[src/rtl/port_share_rr_arbiter.sv]
// Round-robin arbiter with packet lock sharing one downstream port among NUM_REQ requesters.
// Optional stall timeout is enabled by defining PORT_SHARE_ARB_TIMEOUT_EN.
module port_share_rr_arbiter #(
    parameter int NUM_REQ = 4,
    parameter int DATA_W  = 8,
    parameter int TIMEOUT = 15
) (
    input  logic                      clk,
    input  logic                      rst_n,
    input  logic [NUM_REQ-1:0]        req_valid,
    input  logic [NUM_REQ-1:0]        req_last,
    input  logic [NUM_REQ*DATA_W-1:0] req_data,
    output logic [NUM_REQ-1:0]        req_ready,
    output logic                      out_valid,
    output logic [DATA_W-1:0]         out_data,
    output logic                      out_last,
    input  logic                      out_ready,
    output logic [$clog2(NUM_REQ)-1:0] grant_id,
    output logic                      busy,
    output logic                      timeout_pulse
);
    localparam int GW = $clog2(NUM_REQ);

    typedef enum logic {IDLE, LOCKED} state_t;

    state_t          state_q, state_d;
    logic [GW-1:0]   rr_ptr_q, rr_ptr_d;
    logic [GW-1:0]   grant_id_q, grant_id_d;
    logic [GW-1:0]   winner;
    logic [GW-1:0]   next_ptr;
    logic            found;
    logic            g_valid;
    logic            g_last;
    logic            handshake;
    logic            timeout_fire;

    // First valid requester searching upward from rr_ptr, wrapping at NUM_REQ.
    always_comb begin
        found  = 1'b0;
        winner = rr_ptr_q;
        for (int k = 0; k < NUM_REQ; k++) begin
            int idx;
            idx = int'(rr_ptr_q) + k;
            if (idx >= NUM_REQ) idx = idx - NUM_REQ;
            if (!found && req_valid[idx]) begin
                found  = 1'b1;
                winner = GW'(idx);
            end
        end
    end

    assign g_valid   = req_valid[grant_id_q];
    assign g_last    = req_last[grant_id_q];
    assign handshake = (state_q == LOCKED) && g_valid && out_ready;
    assign next_ptr  = (grant_id_q == GW'(NUM_REQ - 1)) ? '0 : grant_id_q + 1'b1;

`ifdef PORT_SHARE_ARB_TIMEOUT_EN
    localparam int CW = $clog2(TIMEOUT + 1);
    logic [CW-1:0] stall_cnt_q, stall_cnt_d;

    assign timeout_fire = (state_q == LOCKED) && !g_valid && (stall_cnt_q == CW'(TIMEOUT - 1));

    always_comb begin
        stall_cnt_d = stall_cnt_q;
        if (state_q != LOCKED || g_valid || timeout_fire) stall_cnt_d = '0;
        else                                              stall_cnt_d = stall_cnt_q + 1'b1;
    end

    always_ff @(posedge clk or negedge rst_n) begin
        if (!rst_n) stall_cnt_q <= '0;
        else        stall_cnt_q <= stall_cnt_d;
    end
`else
    logic unused_timeout;
    assign unused_timeout = (TIMEOUT > 0);
    assign timeout_fire   = 1'b0;
`endif

    always_ff @(posedge clk or negedge rst_n) begin
        if (!rst_n) begin
            state_q    <= IDLE;
            rr_ptr_q   <= '0;
            grant_id_q <= '0;
        end else begin
            state_q    <= state_d;
            rr_ptr_q   <= rr_ptr_d;
            grant_id_q <= grant_id_d;
        end
    end

    always_comb begin
        state_d    = state_q;
        rr_ptr_d   = rr_ptr_q;
        grant_id_d = grant_id_q;
        case (state_q)
            IDLE: begin
                if (found) begin
                    grant_id_d = winner;
                    state_d    = LOCKED;
                end
            end
            LOCKED: begin
                if ((handshake && g_last) || timeout_fire) begin
                    state_d  = IDLE;
                    rr_ptr_d = next_ptr;
                end
            end
            default: state_d = IDLE;
        endcase
    end

    // Locked datapath is a pure mux; everything reads zero outside LOCKED.
    always_comb begin
        req_ready     = '0;
        out_valid     = 1'b0;
        out_data      = '0;
        out_last      = 1'b0;
        busy          = (state_q == LOCKED);
        timeout_pulse = timeout_fire;
        grant_id      = grant_id_q;
        if (state_q == LOCKED) begin
            req_ready[grant_id_q] = out_ready;
            out_valid             = g_valid;
            if (g_valid) begin
                out_data = req_data[grant_id_q*DATA_W +: DATA_W];
                out_last = g_last;
            end
        end
    end
endmodule

[config.mk]
export PLATFORM = sky130hd
export DESIGN_NAME = port_share_rr_arbiter
export DESIGN_NICKNAME = d
export VERILOG_FILES = /design/src/rtl/port_share_rr_arbiter.sv
export SDC_FILE = /design/constraint.sdc
export NUM_CORES = 1
export LEC_CHECK = 0
export ABC_CLOCK_PERIOD_IN_PS = 3500
export BUFFER_PORTS_ARGS = -buffer_cell sky130_fd_sc_hd__buf_2
export CORE_MARGIN = 1.5
export CORE_UTILIZATION = 41
export DETAILED_ROUTE_END_ITERATION = 10
export PLACE_DENSITY_LB_ADDON = 0.12
export SYNTH_ARGS = -nofsm -noshare
export SYNTH_HDL_FRONTEND = slang
export SYNTH_SLANG_ARGS = --single-unit
export TNS_END_PERCENT = 20
[constraint.sdc]
create_clock -name clk -period 3.5 [get_ports clk]
set_input_delay 0.175 -clock clk [delete_from_list [all_inputs] [get_ports clk]]
set_output_delay 0.175 -clock clk [all_outputs]
set_load 0.005 [all_outputs]
**Yosys cells after proc, flatten, opt, wreduce, memory -nomap -nowiden**

Cells that the tools add are included.

- Register bits after elaboration: 5
- Output and inout port bits: 18

- Add/subtract/negate cells: 8
- Order comparisons: 10
- Equal/unequal tests: 1
- Shifts and indexed selects: 1
- Multiplexer cells: 40
- Bitwise operators: 2
- Reduce and logical (&&, ||, !) cells: 12

Operator list:

| kind | count |
|---|---|
| 32-bit by 4-bit less-than comparator with 1-bit output, second input constant | 4 |
| 32-bit 2-to-1 mux | 4 |
| 32-bit by 6-bit variable part select with 8-bit output | 1 |
| 1-bit 2-to-1 mux | 20 |
| 8-bit 2-to-1 mux | 2 |
| 1-bit binary-select mux with 2-bit select | 6 |
| 3-bit by 3-bit subtractor with 4-bit output, second input constant | 3 |
| 2-bit 2-to-1 mux | 5 |
| 3-bit >= comparator, second input constant | 3 |
| 1-bit logical AND | 7 |
| 2-bit by 2-bit adder with 3-bit output, second input constant | 2 |
| 4-bit AND | 1 |
| 4-bit 2-to-1 mux | 1 |
| 2-bit AND reduction | 2 |
| 2-bit by 3-bit subtractor with 4-bit output, second input constant | 1 |
| 2-bit by 1-bit adder with 3-bit output, second input constant | 1 |
| 2-bit by 3-bit >= comparator with 1-bit output, second input constant | 1 |
| 1-bit logical NOT | 3 |
| 2-bit by 3-bit less-than comparator with 1-bit output, second input constant | 1 |
| 2-bit by 1-bit adder with 2-bit output, second input constant | 1 |
| 1-bit demux with 2-bit select | 1 |
| 2-bit == test, second input constant | 1 |
| 2-bit by 1-bit >= comparator with 1-bit output, second input constant | 1 |
| 1-bit one-hot mux with 2 select lines | 1 |
| 1-bit inverter | 1 |

**Logic depth before layout (Yosys ltp)**

Gate-level depths: netlist (run 1).

- Word-level depth: 17
- Depth in mapped cells: 4

**Worst setup path after synthesis (run 1)**

No wires, ideal clock.

- Path kind: register -> register
- Start point: register grant_id_q[0] (netlist: grant_id[0])
- End point: register rr_ptr_q[0]
- Setup time: 0.125 ns
- Data arrival time: 1.525 ns
- Required time: 3.375 ns
- Path slack: 1.850 ns
- Stages on the path, launching flop included: 4
- Clock period less this slack: 1.650 ns
- Cells stage by stage: dfrtp_1 > mux4_1 > nand4_2 > mux2_2

- Longest elaborated chain between the ends: 6

Ends and longest elaborated chain:

| what | RTL line | RTL |
|---|---|---|
| start: declaration | 28 | `logic [GW-1:0] grant_id_q, grant_id_d;` |
| start signal: assignment | 87 | `grant_id_q <= grant_id_d;` |
| 1-bit binary-select mux with 2-bit select | 52 | `assign g_valid = req_valid[grant_id_q];` |
| 1-bit 2-to-1 mux (not written as such) | 52 |  |
| 1-bit logical AND (2 in series) | 54 | `assign handshake = (state_q == LOCKED) && g_valid && out_ready;` |
| 1-bit logical AND | 103 | `if ((handshake && g_last) \|\| timeout_fire) begin` |
| 2-bit AND reduction (no line) | - |  |
| end signal: assignment | 86 | `rr_ptr_q <= rr_ptr_d;` |
| end: declaration | 27 | `logic [GW-1:0] rr_ptr_q, rr_ptr_d;` |

Parallel ways exist; a longest one is shown, timed or not. The select of a mux whose other input is x is not followed.
A chain may end at the register's enable or synchronous reset.

**Worst setup path after layout (run 1)**

- Start point: register grant_id_q[0] (netlist: grant_id[0])
- End point: output port out_last

- Longest elaborated chain between the ends: 4

Ends and longest elaborated chain:

| what | RTL line | RTL |
|---|---|---|
| 1-bit binary-select mux with 2-bit select, on equally long branches | 53, 52 |  |
| 1-bit 2-to-1 mux, on equally long branches | 53, 52 |  |
| 1-bit 2-to-1 mux (*) | 124 | `if (g_valid) begin` |
| 1-bit 2-to-1 mux (*) | 121 | `if (state_q == LOCKED) begin` |
| end: declaration | 16 | `output logic out_last,` |

Every way passes the cells marked *; elsewhere a longest branch is shown, timed or not. The select of a mux whose other input is x is not followed.

==> flow_summary.json, run 1 <==
{
  "status": "finished clean",
  "cts.sinks": 5,
  "pwr_cell_area_mw_per_mm2": 577.5,
  "clock_tree_from_tritoncts": "done",
  "finClkSkew_ps": 4.671,
  "slew_violations": 0,
  "cp.required_ps": 3320,
  "cp-startpoint": "grant_id[0]",
  "leakagePower_nw": 0.5849,
  "fillCellCount": 139,
  "postRouteWirelength_um": 1896,
  "cts.htree.levels": 1,
  "dominantRegCellSynth": "sky130_fd_sc_hd__dfrtp_1",
  "core_region_area_mm2": 0.001577,
  "drive_above_1_share_pct": 57.48,
  "path_clk_slew_ps": 40,
  "cts_max_path_buffers": 2,
  "route.vias.total": 772,
  "starting_utilization_of_the_core_area_pct": 45.56,
  "dieArea_mm2": 0.002012,
  "grt_first_pass_wirelength_um": 2822,
  "synth-warning-count": 0,
  "synth_cell_type_count": 28,
  "routabilityCongestion": 0.6925,
  "synthesized_area_divided_by_synthesized_cell_count_um2": 10.41,
  "antenna_found_initial": 0,
  "final_net_count": 175,
  "grt_use_total_pct": 18.84,
  "cts.repair_timing.setup_buffer_count": 0,
  "timing.setup.critical_path_class": "reg2out",
  "postPlaceCellArea_um2": 998.5,
  "ports_placed_on_the_boundary": 61,
  "die_w_um": 44.86,
  "first_global_vias": 665,
  "post_cts.resized_instances": 0,
  "irDropWorstVdd_uv": 448.2,
  "worst-endpoint-arrival_ps": 2230,
  "port_buffers": 59,
  "slew_headroom_pct": 52.03,
  "number_of_drc_violations_after_detailed_routing": 0,
  "synth_area_um2": 718.2,
  "async_reset_ff_share_pct": 100.0,
  "grt_ovf": 0,
  "cts_made_buffers": 3,
  "worst_skew_pair.late_latency_ps": 230,
  "rows": 14,
  "number_of_antenna_cells_inserted": 0,
  "drt-wirelength-per-cell_um": 13.26,
  "cp_max_fo": 16,
  "period_needed_ps": 2407,
  "maxcap_viol_count": 0,
  "post_synthesis_sequential_element_count": 5,
  "timing.setup.tns_ps": 0,
  "dp_hpwl_um": 1486,
  "worstHoldPathType": "in2async",
  "synth-edff-count": 0,
  "detailedRoute.firstPassIterationCount": 4,
  "rsz_0062_raised_after_global_routing": "false",
  "tightestPinTransition_ps": 712.9,
  "drt_iter0_markers": 17,
  "synth-seq-area-share_pct": 17.42,
  "clock-root-buffer": "sky130_fd_sc_hd__clkbuf_4",
  "final_count_of_hold_timing_violations": 0,
  "timing.fmax_ghz": 0.4154,
  "stdcell_area_mm2": 0.001035,
  "flow.area_growth_from_synthesis_pct": 44.08,
  "routed_via_density": 5.399,
  "start_kind": "flop",
  "report.final.setup_viol": 0,
  "synthCells": 69,
  "fp.dieH_um": 44.86,
  "syn_nets": 116,
  "reg2reg_from": "grant_id[0]",
  "antenna_violating_nets_post_route": 0,
  "worst_setup_path_end_kind": "primary output",
  "grt_start_max_net_pins": 22,
  "period_share_pct": 68.77
}
==> cells in the mapped netlist, types with 2 or more instances <==
| master | instances | area [um2] |
|---|---|---|
| sky130_fd_sc_hd__inv_1 | 5 | 18.77 |
| sky130_fd_sc_hd__and3_1 | 12 | 75.07 |
| sky130_fd_sc_hd__nor2_1 | 4 | 15.01 |
| sky130_fd_sc_hd__mux4_1 | 3 | 78.83 |
| sky130_fd_sc_hd__o21ai_0 | 3 | 15.01 |
| sky130_fd_sc_hd__ha_1 | 4 | 50.05 |
| sky130_fd_sc_hd__mux4_2 | 7 | 157.7 |
| sky130_fd_sc_hd__a21boi_0 | 2 | 15.01 |
| sky130_fd_sc_hd__nor2b_1 | 2 | 12.51 |
| sky130_fd_sc_hd__dfrtp_1 | 5 | 125.1 |
| sky130_fd_sc_hd__mux2_2 | 2 | 22.52 |
| sky130_fd_sc_hd__nand2_1 | 2 | 7.510 |
| sky130_fd_sc_hd__clkbuf_1 | 3 | 11.26 |
==> worst max-delay path, cell delays in order (launching register included) <==
cell and delay (ps):
sky130_fd_sc_hd__dfrtp_1 800, sky130_fd_sc_hd__mux4_1 810, sky130_fd_sc_hd__and3_2 260, sky130_fd_sc_hd__buf_2 120
==> state kept, by name, summed over array words and instances, names as in the netlist <==
signal / flops
busy: 1
rr_ptr_q: 2
grant_id: 2
==> placed cells by master (no fill, tap or decap) <==
| cell type | count |
|---|---|
| sky130_fd_sc_hd__a2111oi_0 | 1 |
| sky130_fd_sc_hd__a21boi_0 | 2 |
| sky130_fd_sc_hd__a21oi_1 | 1 |
| sky130_fd_sc_hd__a41o_1 | 1 |
| sky130_fd_sc_hd__and3_1 | 12 |
| sky130_fd_sc_hd__and3_2 | 1 |
| sky130_fd_sc_hd__buf_2 | 59 |
| sky130_fd_sc_hd__clkbuf_1 | 1 |
| sky130_fd_sc_hd__clkbuf_4 | 3 |
| sky130_fd_sc_hd__conb_1 | 1 |
| sky130_fd_sc_hd__dfrtp_1 | 5 |
| sky130_fd_sc_hd__dlygate4sd3_1 | 1 |
| sky130_fd_sc_hd__ha_1 | 4 |
| sky130_fd_sc_hd__inv_1 | 5 |
| sky130_fd_sc_hd__mux2_2 | 2 |
| sky130_fd_sc_hd__mux4_1 | 3 |
| sky130_fd_sc_hd__mux4_2 | 7 |
| sky130_fd_sc_hd__nand2_1 | 2 |
| sky130_fd_sc_hd__nand2b_1 | 1 |
| sky130_fd_sc_hd__nand4_2 | 1 |
| sky130_fd_sc_hd__nor2_1 | 4 |
| sky130_fd_sc_hd__nor2b_1 | 2 |
| sky130_fd_sc_hd__nor3b_1 | 1 |
| sky130_fd_sc_hd__nor4_1 | 1 |
| sky130_fd_sc_hd__o21a_1 | 1 |
| sky130_fd_sc_hd__o21ai_0 | 3 |
| sky130_fd_sc_hd__o22ai_1 | 1 |
| sky130_fd_sc_hd__o41ai_1 | 1 |
==> stage by stage <==
stage	setup slack [ps]	cells	hold WS (ps)	util [%]	power, W
floorplan	1850	69	-120.6	-	0.0004085
global placement	1258	138	-9.210	63.33	0.0005263
detailed placement	1190	138	-4.665	63.33	0.0005362
CTS	1052	143	271.9	65.63	0.0006058
global route	927.4	143	303.4	65.63	0.0006593
finish	1093	143	276.8	65.63	0.0005976
==> power by group <==
group          total [W]  leakage (nW)  internal, W  switching, W
combinational   0.000363         0.512     0.000235      0.000128
sequential      0.000170        0.0584    0.0000815     0.0000886
clock          0.0000640        0.0150    0.0000429     0.0000211
total           0.000598         0.585     0.000360      0.000238
==> routing by layer <==
layer	track usage, %	routed length, um
met5	0	0
met4	1.765	0
met3	4.400	153
met2	35.65	971
met1	22.37	772
==> what timing repair did <==
action,in CTS,in global routing
hold buffers,1,0
endpoints found under the setup margin,0,0
endpoints found under the hold margin,5,0
==> area by class of cell <==
cell class                      instances  area, um2  area share (%)
Clock buffer                            4      26.28           2.539
Inverter                                5      18.77           1.814
Multi-Input combinational cell         53      539.3           52.12
Sequential cell                         5      125.1           12.09
Tap cell                               16      20.02           1.935
Timing Repair Buffer                   60      305.3           29.50
==> worst paths after layout <==
check | endpoint | depth (start not counted) | slack, ps
max in group asynchronous | grant_id[1] | 2 | 3090
hold / removal | grant_id[0] | 2 | 280
setup reg to reg | rr_ptr_q[0] | 3 | 1210
setup / recovery | out_last | 3 | 1090
hold reg to reg | rr_ptr_q[0] | 1 | 630
min in group clk | grant_id[0] | 3 | 340
==> logic make-up (layout without fill, tap and decap cells) <==
logic type                 after synthesis  in the layout  share of synthesized area [%]
other                                    1              1                         0.5221
DFF                                      5              5                          17.42
buffers and inverters                   11             69                          7.491
AOI/OAI and AO/OA                       11             11                          10.63
adders and majority gates                4              4                          6.969
muxes                                   12             12                          36.06
and+or+nand+nor                         25             25                          20.91
(Power assumes the default switching activity.)
==> inputs of run 2 (changes only) <==
--- a/config.mk
+++ b/config.mk
@@ -5,10 +5,10 @@
 export SDC_FILE = /design/constraint.sdc
 export NUM_CORES = 1
 export LEC_CHECK = 0
-export ABC_CLOCK_PERIOD_IN_PS = 3500
+export ABC_CLOCK_PERIOD_IN_PS = 2100
 export BUFFER_PORTS_ARGS = -buffer_cell sky130_fd_sc_hd__buf_2
 export CORE_MARGIN = 1.5
-export CORE_UTILIZATION = 41
+export CORE_UTILIZATION = 34
 export DETAILED_ROUTE_END_ITERATION = 10
 export PLACE_DENSITY_LB_ADDON = 0.12
 export SYNTH_ARGS = -nofsm -noshare
==> constraint.sdc (replaced) <==
create_clock -name clk -period 2.1 [get_ports clk]
set_input_delay 0.105 -clock clk [delete_from_list [all_inputs] [get_ports clk]]
set_output_delay 0.105 -clock clk [all_outputs]
set_load 0.005 [all_outputs]
==> run 2 against run 1 <==
First-iteration DRC count shrank 53%. Cell area grew 4.2%. Final cell count grew 10%. Non-clock buffer count grew 4. Critical endpoint unchanged. Setup slack lost 830 ps. Critical path type unchanged. Largest cell class unchanged. Total power grew 75%. Core utilization shrank 11 points. Die area grew 19%. Sequential power grew 27%.
==> flow_summary.json, run 2 (same netlist as run 1, synthesis figures left out) <==
{
  "cts_max_path_buffers": 2,
  "slew_headroom_pct": 53.17,
  "pwr_cell_area_mw_per_mm2": 967.1,
  "ff2ff_path_depth": 3,
  "number_of_drc_violations_after_detailed_routing": 0,
  "rows": 16,
  "worst-endpoint-arrival_ps": 1740,
  "antenna_found_initial": 0,
  "timing.final.ws_setup_ps": 258.4,
  "grt_use_total_pct": 17.41,
  "dp_hpwl_um": 1607,
  "finClkSkew_ps": 0.8067,
  "starting_utilization_of_the_core_area_pct": 36.24,
  "irDropWorstVdd_uv": 745.3,
  "gr-usage-met3_pct": 3.681,
  "worstHoldPathType": "in2async",
  "worst_skew_pair.late_latency_ps": 230,
  "pre_cts_slack_ps": 476.9,
  "report.final.setup_viol": 0,
  "final_count_of_hold_timing_violations": 0,
  "worst_setup_path_end_kind": "primary output",
  "met2_usage_pct": 31.74,
  "fillCellCount": 185,
  "ports_placed_on_the_boundary": 61,
  "period_needed_ps": 1842,
  "clock-root-buffer": "sky130_fd_sc_hd__clkbuf_4",
  "cp.required_ps": 2000,
  "leakagePower_nw": 0.6050,
  "rsz_0062_raised_after_global_routing": "false",
  "cts.htree.levels": 1,
  "timing.setup.tns_ps": 0,
  "path_cells": "mux4_1 > buf_4 > and3_2 > buf_2",
  "die_w_um": 48.96,
  "first_global_vias": 755,
  "routabilityCongestion": 0.7268,
  "layout.area.seq_um2": 125.1,
  "cts_made_buffers": 3,
  "grt_start_max_net_pins": 22,
  "grt.met1_usage_pct": 20.70,
  "routed_via_density": 4.924,
  "r2r_slack_ps": 470,
  "status": "finished clean",
  "clock_tree_from_tritoncts": "done",
  "maxcap_viol_count": 0,
  "dieArea_mm2": 0.002397,
  "most-common-layout-cells": "sky130_fd_sc_hd__buf_2, sky130_fd_sc_hd__and3_1, sky130_fd_sc_hd__mux4_2, sky130_fd_sc_hd__inv_1, sky130_fd_sc_hd__dfrtp_1",
  "cts.sinks": 5,
  "layout_commonest_cell": "sky130_fd_sc_hd__buf_2",
  "timing.setup.critical_path_class": "reg2out",
  "grt_ovf": 0,
  "cp_max_fo": 10,
  "detailedRoute.firstPassIterationCount": 4,
  "slew_violations": 0,
  "critical_path.max_stage_delay_ps": 600,
  "global_route.peak_usage_layer": "met2",
  "cts.repair_timing.setup_buffer_count": 0,
  "fp.dieH_um": 48.96,
  "multiInputGateArea_um2": 539.3,
  "drt_iter0_markers": 8,
  "number_of_antenna_cells_inserted": 0,
  "postRouteWirelength_um": 1994,
  "worst_r2r_endpoint": "rr_ptr_q[0]",
  "path_clk_slew_ps": 40,
  "reg2reg_from": "grant_id[0]",
  "final_net_count": 179,
  "drive_above_1_share_pct": 58.78,
  "flow.area_growth_from_synthesis_pct": 50.17,
  "route.vias.total": 778,
  "core_region_area_mm2": 0.001982,
  "port_buffers": 59,
  "start_kind": "flop",
  "antenna_violating_nets_post_route": 0,
  "critical-path-slowest-cell": "sky130_fd_sc_hd__mux4_1",
  "tightestPinTransition_ps": 696.1,
  "period_share_pct": 87.70,
  "timing.fmax_ghz": 0.5430,
  "grt_first_pass_wirelength_um": 3339,
  "drt-wirelength-per-cell_um": 12.62
}
run 2: through the flow:
step	hold slack (ps)	cells	power (W)	util, %	instance area (um2)
final	239.4	158	0.001043	54.42	1079
after global placement	-77.33	153	0.0009370	52.59	1042
after global routing	263.5	158	0.001144	54.42	1079
after detailed placement	-77.29	153	0.0009474	52.59	1042
after floorplan	-190.6	69	0.0006808	-	718.2
after CTS	204.1	158	0.001061	54.42	1079
run 2: repair_timing:
action	CTS	global route
hold buffers	1	0
hold endpoints to repair	5	0
resized for setup	0	0
run 2: report_power, final:
part | switching, W | internal [W] | total (W)
Sequential | 0.0000782 | 0.000138 | 0.000216
Combinational | 0.000288 | 0.000433 | 0.000721
Clock | 0.0000344 | 0.0000715 | 0.000106
run 2: how the worst max path moves through the flow:
stage                       end  depth (start not counted)   startpoint  slack, ps
floorplan           rr_ptr_q[0]                          3  grant_id[0]        450
global placement    rr_ptr_q[1]                          3  grant_id[0]        510
detailed placement  rr_ptr_q[1]                          3  grant_id[0]        480
CTS                    out_last                          4  grant_id[0]        250
global route           out_last                          4  grant_id[0]        180
finish                 out_last                          4  grant_id[0]        260
run 2: worst max-delay path: cells and delay by family (launching register included):
| family | cells | cell delay, ps |
|---|---|---|
| buffers and inverters | 2 | 310 |
| DFF | 1 | 400 |
| and+or+nand+nor | 1 | 200 |
| muxes | 1 | 600 |
run 2: routing by layer:
| metal | up-vias | wire [um] |
|---|---|---|
| li1 | 393 | - |
| met4 | 0 | 0 |
| met5 | - | 0 |
| met2 | 33 | 974 |
| met1 | 352 | 853 |
| met3 | 0 | 166 |
run 2: area by class of cell:
type,count,area share (%)
inverters,5,1.740
clock buffers,4,2.436
flip-flops and latches,5,11.60
repair buffers,64,31.09
well taps,27,3.132
multi-input cells,53,50.00
